## src/rtl/mips_reg_file.sv

```systemverilog
// -----------------------------------------------------------------------------
// mips_reg_file
// 32-entry general-purpose register file for the single-cycle MIPS datapath.
// Two combinational read ports (rs/rt), one synchronous write port, a debug
// read port and a committed-write counter. Register $0 reads as zero, $sp
// loads a programmable value on reset, and an optional write-through bypass
// forwards the writeback value to the read ports in the same cycle.
//
// Ports:
//   clk          system clock, all state updates on rising edge
//   reset        synchronous active-high reset
//   read_reg1    read port 1 index (rs)
//   read_reg2    read port 2 index (rt)
//   write_reg    write index
//   write_data   writeback value
//   reg_write    write enable
//   read_data1   port 1 data (ALU a)
//   read_data2   port 2 data (ALU b mux / store data)
//   dbg_addr     debug read index
//   dbg_data     debug read data, never bypassed
//   write_count  number of committed writes (16-bit, wraps)
// -----------------------------------------------------------------------------
module mips_reg_file #(
  parameter int unsigned            DATA_WIDTH = 32,
  parameter int unsigned            ADDR_WIDTH = 5,
  parameter logic [DATA_WIDTH-1:0]  SP_RESET   = DATA_WIDTH'(32'h0000_03FC),
  parameter bit                     BYPASS     = 1'b1
) (
  input  logic                  clk,
  input  logic                  reset,
  input  logic [ADDR_WIDTH-1:0] read_reg1,
  input  logic [ADDR_WIDTH-1:0] read_reg2,
  input  logic [ADDR_WIDTH-1:0] write_reg,
  input  logic [DATA_WIDTH-1:0] write_data,
  input  logic                  reg_write,
  output logic [DATA_WIDTH-1:0] read_data1,
  output logic [DATA_WIDTH-1:0] read_data2,
  input  logic [ADDR_WIDTH-1:0] dbg_addr,
  output logic [DATA_WIDTH-1:0] dbg_data,
  output logic [15:0]           write_count
);

  localparam int unsigned DEPTH     = 2 ** ADDR_WIDTH;
  localparam int unsigned SP_INDEX  = 29;
  localparam int unsigned CNT_WIDTH = 16;

  logic [DATA_WIDTH-1:0] regs_q [DEPTH];
  logic [CNT_WIDTH-1:0]  count_q;
  logic [CNT_WIDTH-1:0]  count_d;
  logic                  wr_en_c;

  // A write commits only outside reset and never to $0.
  assign wr_en_c = ~reset & reg_write & (write_reg != '0);

  // Committed-write counter next state; wraps naturally at 16 bits.
  always_comb begin
    count_d = count_q;
    if (wr_en_c) begin
      count_d = count_q + CNT_WIDTH'(1);
    end
  end

  // Register storage: reset image clears all but $sp.
  always_ff @(posedge clk) begin
    if (reset) begin
      for (int unsigned i = 0; i < DEPTH; i++) begin
        regs_q[i] <= (i == SP_INDEX) ? SP_RESET : '0;
      end
    end else if (wr_en_c) begin
      regs_q[write_reg] <= write_data;
    end
  end

  // Counter register.
  always_ff @(posedge clk) begin
    if (reset) begin
      count_q <= '0;
    end else begin
      count_q <= count_d;
    end
  end

  assign write_count = count_q;

  // Read port 1: stored value, optional write-first forward, then $0/reset masking.
  always_comb begin
    read_data1 = regs_q[read_reg1];
    if (BYPASS && wr_en_c && (read_reg1 == write_reg)) begin
      read_data1 = write_data;
    end
    if (reset || (read_reg1 == '0)) begin
      read_data1 = '0;
    end
  end

  // Read port 2: evaluated independently of port 1.
  always_comb begin
    read_data2 = regs_q[read_reg2];
    if (BYPASS && wr_en_c && (read_reg2 == write_reg)) begin
      read_data2 = write_data;
    end
    if (reset || (read_reg2 == '0)) begin
      read_data2 = '0;
    end
  end

  // Debug port shows committed state only.
  always_comb begin
    dbg_data = regs_q[dbg_addr];
    if (reset || (dbg_addr == '0)) begin
      dbg_data = '0;
    end
  end

endmodule

```

## config.mk

```make
export PLATFORM = sky130hd
export DESIGN_NAME = mips_reg_file
export DESIGN_NICKNAME = d
export VERILOG_FILES = /design/src/rtl/mips_reg_file.sv
export SDC_FILE = /design/constraint.sdc
export NUM_CORES = 2
export LEC_CHECK = 0
export BUFFER_PORTS_ARGS = -buffer_cell sky130_fd_sc_hd__buf_4
export CORE_MARGIN = 4
export CORE_UTILIZATION = 40
export DETAILED_ROUTE_END_ITERATION = 6
export GPL_TIMING_DRIVEN = 0
export PLACE_DENSITY = 0.66
export SYNTH_ARGS = -nofsm -noshare
export SYNTH_HDL_FRONTEND = slang
export SYNTH_SLANG_ARGS = --single-unit
```

## constraint.sdc

```tcl
create_clock -name clk -period 11.2 [get_ports clk]
set_input_delay 0.56 -clock clk [delete_from_list [all_inputs] [get_ports clk]]
set_output_delay 0.56 -clock clk [all_outputs]
set_load 0.01 [all_outputs]
```

After elaboration in Yosys (flattened, before gate mapping)

Memories as Yosys holds them, arrays and structs flattened.
Index checks and enable logic that the tools add are counted.

Logic and storage cells: 31
Bits in registers: 16
Output and inout port bits: 112
Memories kept: 1
Input port bits: 55
RAM bits: 1024

Equality and inequality tests: 2
Add/sub/neg operators: 1
Reduce and logical (&&, ||, !) cells: 10
Bitwise operators: 3
Multiplexer cells: 13

Memory list:

| memory | depth | bits a word | read ports | clocked after Yosys merged registers in | write ports | RTL line | RTL |
|---|---|---|---|---|---|---|---|
| regs_q | 32    | 32          | 3          | 0                                       | 32          | 47       | `logic [DATA_WIDTH-1:0] regs_q [DEPTH];` |

Operators with widths:

| cell                                                             | number |
|---|---|
| 32-bit two-way mux                                               | 6 |
| 32-bit OR reduction                                              | 1 |
| 16-bit by 1-bit adder with 16-bit output (second input constant) | 1 |
| 5-bit logical NOT                                                | 3 |
| 5-bit == test                                                    | 2 |
| 1-bit two-way mux                                                | 6 |
| 5-bit two-way mux                                                | 1 |
| 5-bit nonzero test                                               | 1 |
| 1-bit logical OR                                                 | 3 |
| 1-bit AND                                                        | 2 |
| 1-bit logical AND                                                | 2 |
| 1-bit inverter                                                   | 1 |

Depth between registers and ports, before layout

Depth in word-level cells: 8
Depth in mapped cells: 10
Gate-level depth less buffers: 5

Least setup slack after synthesis

Ideal clock, no wire load.

Path kind: input -> register
Start: in write_reg[2]
End: mem regs_q[12][0] (enable)
Data required time: 10.734 ns
Stages on the path: 6
Setup slack: 6.949 ns
Arrival time: 3.785 ns
Path buffers: 2
Setup time: 0.466 ns
Cells stage by stage: buf_2 -> nor3_1 -> a21oi_2 -> nand3_1 -> clkbuf_1 -> o21ai_0

RTL lines:

| element            | RTL line | RTL |
|---|---|---|
| start: declaration | 33       | `input logic [ADDR_WIDTH-1:0] write_reg,` |
| end: declaration   | 47       |  |

Final worst setup path

Start: in dbg_addr[2]
End: out dbg_data[13]

Cells in the longest elaborated chain, start to end: 3
Elaborated cells on any way between the ends: 4
Classes of those cells: mux: 1; reduce/logical: 2; memory: 1

RTL lines:

| element                                                         | RTL line | RTL |
|---|---|---|
| start: declaration                                              | 38       | `input logic [ADDR_WIDTH-1:0] dbg_addr,` |
| branches (longest 2 deep; another with memory read 32 x 32 bit) | --       |  |
| 32-bit two-way mux (*)                                          | 110      | `if (reset \|\| (dbg_addr == '0)) begin` |
| end: declaration                                                | 39       | `output logic [DATA_WIDTH-1:0] dbg_data,` |

Mark *: on every way between the ends.

==> results.json <==
{
  "synth-warning-count": 0,
  "finalSetupViolCount": 0,
  "reg2reg_from": "write_count[3]",
  "crit_path_max_fanout": 11,
  "clock_sinks": 1040,
  "cts_resized": 0,
  "fp.coreArea_um2": 161000,
  "r2r_cells": 5,
  "synth-main-ff-cell": "edfxtp_1",
  "holdBufCountCts": 0,
  "layout_min_cycle_time_ns": 5.80,
  "hold_viol_final": 0,
  "hold_ws_ns": 0.144,
  "multiInputGateArea_um2": 32200,
  "cts_setup_buffers": 0,
  "worst_setup_path_start_kind": "primary input",
  "cts_buffers": 116,
  "clkLatencyLatePin_ns": 0.75,
  "ir_drop_v": 0.000124,
  "overflow": 0,
  "wl_per_cell_um": 42.6,
  "synth-edff-count": 1024,
  "skew_ns": 0.00665,
  "drtPass1Iterations": 7,
  "clk_pin_slew_ns": 0.06,
  "pwr_density_cell_nw_per_um2": 143,
  "critPathLaunch": "dbg_addr[2]",
  "synthToLayoutAreaGrowth_pct": 13.8,
  "grt_pass1_vias": 50300,
  "netlist_area_um2": 65100,
  "ys_ff_latch": 1040,
  "first_iter_violations": 10700,
  "violations": "DRC, capacitance limit, slew limit",
  "p_int_mw": 7.42,
  "max_slew_margin_pct": -13.1,
  "ys_top_cells_by_count": "1024 x edfxtp_1, 988 x and2_1, 514 x mux4_2",
  "max_clock_freq_mhz": 172,
  "seqCellArea_um2": 31100,
  "die_area_um2": 169000,
  "maxCapViolations": 7,
  "cp-end-kind": "output port",
  "r2r-end": "write_count[15]",
  "vias": 53600,
  "postRouteAntennaNets": 0,
  "worstHoldStart": "write_data[5]",
  "tns_ns": 0,
  "antenna_found_initial": 9,
  "cp.required_ns": 10.64,
  "grt.total_usage_pct": 37.4,
  "fin_crit_sh_pct": 51.8,
  "worst-setup-path-type": "in -> out",
  "switchingPower_mw": 3.17,
  "via_per_inst": 7.01,
  "switching_share_pct": 29.9,
  "dp_cells": 7405,
  "die_y_um": 412,
  "start_util_pct": 40.4,
  "die_w_um": 412,
  "rsz0062_at_grt": "false",
  "tightest_slew_ns": 1.70,
  "ys_types": 52,
  "synthTopCellsByArea": "edfxtp_1 47%, mux4_2 18%, and2_1 9.5%",
  "routabilityCongestion": 1.10,
  "hold_path_class": "in -> reg",
  "fill_cells": 14700,
  "postRouteWirelength_mm": 325,
  "clkPwrFrac_pct": 37.1,
  "drc": 1,
  "seqPwrFrac_pct": 44.0,
  "clock-root-buffer": "clkbuf_16",
  "rows": 147,
  "io_pins": 167,
  "grt_start_max_net_pins": 25,
  "min_to": "regs_q[29][5]",
  "cts_htree_levels": 3,
  "yosysTopAreaCell": "edfxtp_1",
  "final-max-slew-violation-count": 78,
  "avgSynthCellArea_um2": 13.0,
  "final_cell_count_no_fill": 7648,
  "synth_top_area_share_pct": 47.2,
  "drive_gt1_share_pct": 22.4,
  "cts_tree": "yes",
  "clk_path_buf_depth": 3,
  "synthCells": 5024,
  "async_flop_share_pct": 0,
  "final_nets": 5424,
  "comb_power_share_pct": 18.9,
  "yosysMostFrequentCell": "edfxtp_1",
  "min_path_cells": 2,
  "p_leak_nw": 25.9,
  "portBuffers": 154,
  "cp.arrival_ns": 5.24,
  "run_status": "finished, violations left",
  "r2r_setup_slack_ns": 8.89,
  "dpl.hpwl_mm": 251,
  "grt_pass1_wl_mm": 428,
  "yosysSeqAreaShare_pct": 47.7
}
-- flip-flops by register name, indices dropped and copies added, names as in the netlist --
signal,count
regs_q,1024
write_count,16
-- worst max-delay path, cell delays in order --
cell      delay (ns)
clkbuf_1        0.85
clkbuf_1        1.30
buf_1           1.09
nor2_1          0.13
a22oi_1         0.20
nand4b_1        0.43
o41ai_1         0.37
buf_4           0.26
-- per-layer routing --
metal,part of all wire (%),GRT usage [%],wire length (um)
met3,15,13.8,48100
met2,40,51.4,132000
met5,0.0074,0,24
met4,9.4,27.7,30500
met1,35,47.9,115000
-- cell usage in the layout, fill, tap and decap left out, types with 18 or more instances in the layout --
| master | Yosys | layout |
|---|---|---|
| mux2_2 | 132 | 132 |
| clkinv_1 | 0 | 23 |
| conb_1 | 1 | 32 |
| o21ai_0 | 103 | 72 |
| buf_12 | 0 | 27 |
| edfxtp_1 | 1024 | 1024 |
| buf_4 | 27 | 182 |
| nor2_1 | 239 | 239 |
| nor3b_1 | 26 | 26 |
| clkbuf_1 | 347 | 370 |
| mux4_2 | 514 | 514 |
| nor4_1 | 23 | 23 |
| o32ai_1 | 19 | 19 |
| mux2i_1 | 402 | 402 |
| o21ai_4 | 0 | 31 |
| buf_2 | 146 | 148 |
| and2_1 | 988 | 988 |
| clkinv_2 | 0 | 20 |
| a32o_1 | 18 | 18 |
| nand2_1 | 46 | 46 |
| o21a_1 | 64 | 64 |
| o22ai_1 | 108 | 108 |
| a22oi_1 | 234 | 234 |
| nand4_1 | 31 | 31 |
| clkbuf_16 | 0 | 122 |
| diode_2 | 0 | 23 |
| a22o_1 | 65 | 65 |
| nand3_1 | 76 | 76 |
| a21oi_1 | 219 | 219 |
-- power groups by stage --
stage | combinational [mW] | sequential, mW | clock [mW]
6_report | 2.00 | 4.66 | 3.93
5_1_grt | 1.99 | 4.68 | 4.05
4_1_cts | 1.90 | 4.65 | 3.90
3_5_place_dp | 1.89 | 4.73 | 0
3_3_place_gp | 1.83 | 4.75 | 0
2_1_floorplan | 1.04 | 4.68 | 0
-- per-stage QoR --
| stage | utilization [%] | area [um^2] | worst slack, ns | power (mW) |
|---|---|---|---|---|
| 2_1_floorplan | - | 65200 | 6.95 | 5.72 |
| 3_3_place_gp | 42.9 | 69100 | 2.22 | 6.58 |
| 3_5_place_dp | 43.6 | 70200 | 5.87 | 6.62 |
| 4_1_cts | 45.9 | 74000 | 5.85 | 10.4 |
| 5_1_grt | 46.0 | 74100 | 5.69 | 10.7 |
| 6_report | 46.0 | 74100 | 5.40 | 10.6 |
-- worst max-delay path by stage --
stage	to	cells past startpoint
after floorplan	regs_q[12][0]	6
after global placement	regs_q[28][26]	7
after detailed placement	dbg_data[6]	6
after CTS	dbg_data[6]	6
after global routing	dbg_data[8]	10
final	dbg_data[13]	8
-- cells by family (layout without fill, tap and decap cells) --
group           Yosys count  after routing  synth area share [%]
flops                  1040           1040                  47.7
other cells               1             55               0.00576
compound gates          875            875                  8.92
mux                    1048           1048                  26.2
fa+ha+maj                 1              1                0.0192
xor+xnor                 23             23                 0.309
simple gates           1496           1496                  13.3
buf+inv                 540            950                  3.56
-- layout make-up --
class,count,share of cell area (%)
Multi-Input combinational cell,3475,43.5
Sequential cell,1040,41.9
Clock buffer,160,4.43
Tap cell,2160,3.65
Buffer,537,3.13
Timing Repair Buffer,195,2.72
Clock inverter,55,0.616
Antenna cell,23,0.0776
Inverter,3,0.0152
(Power assumes the default switching activity.)
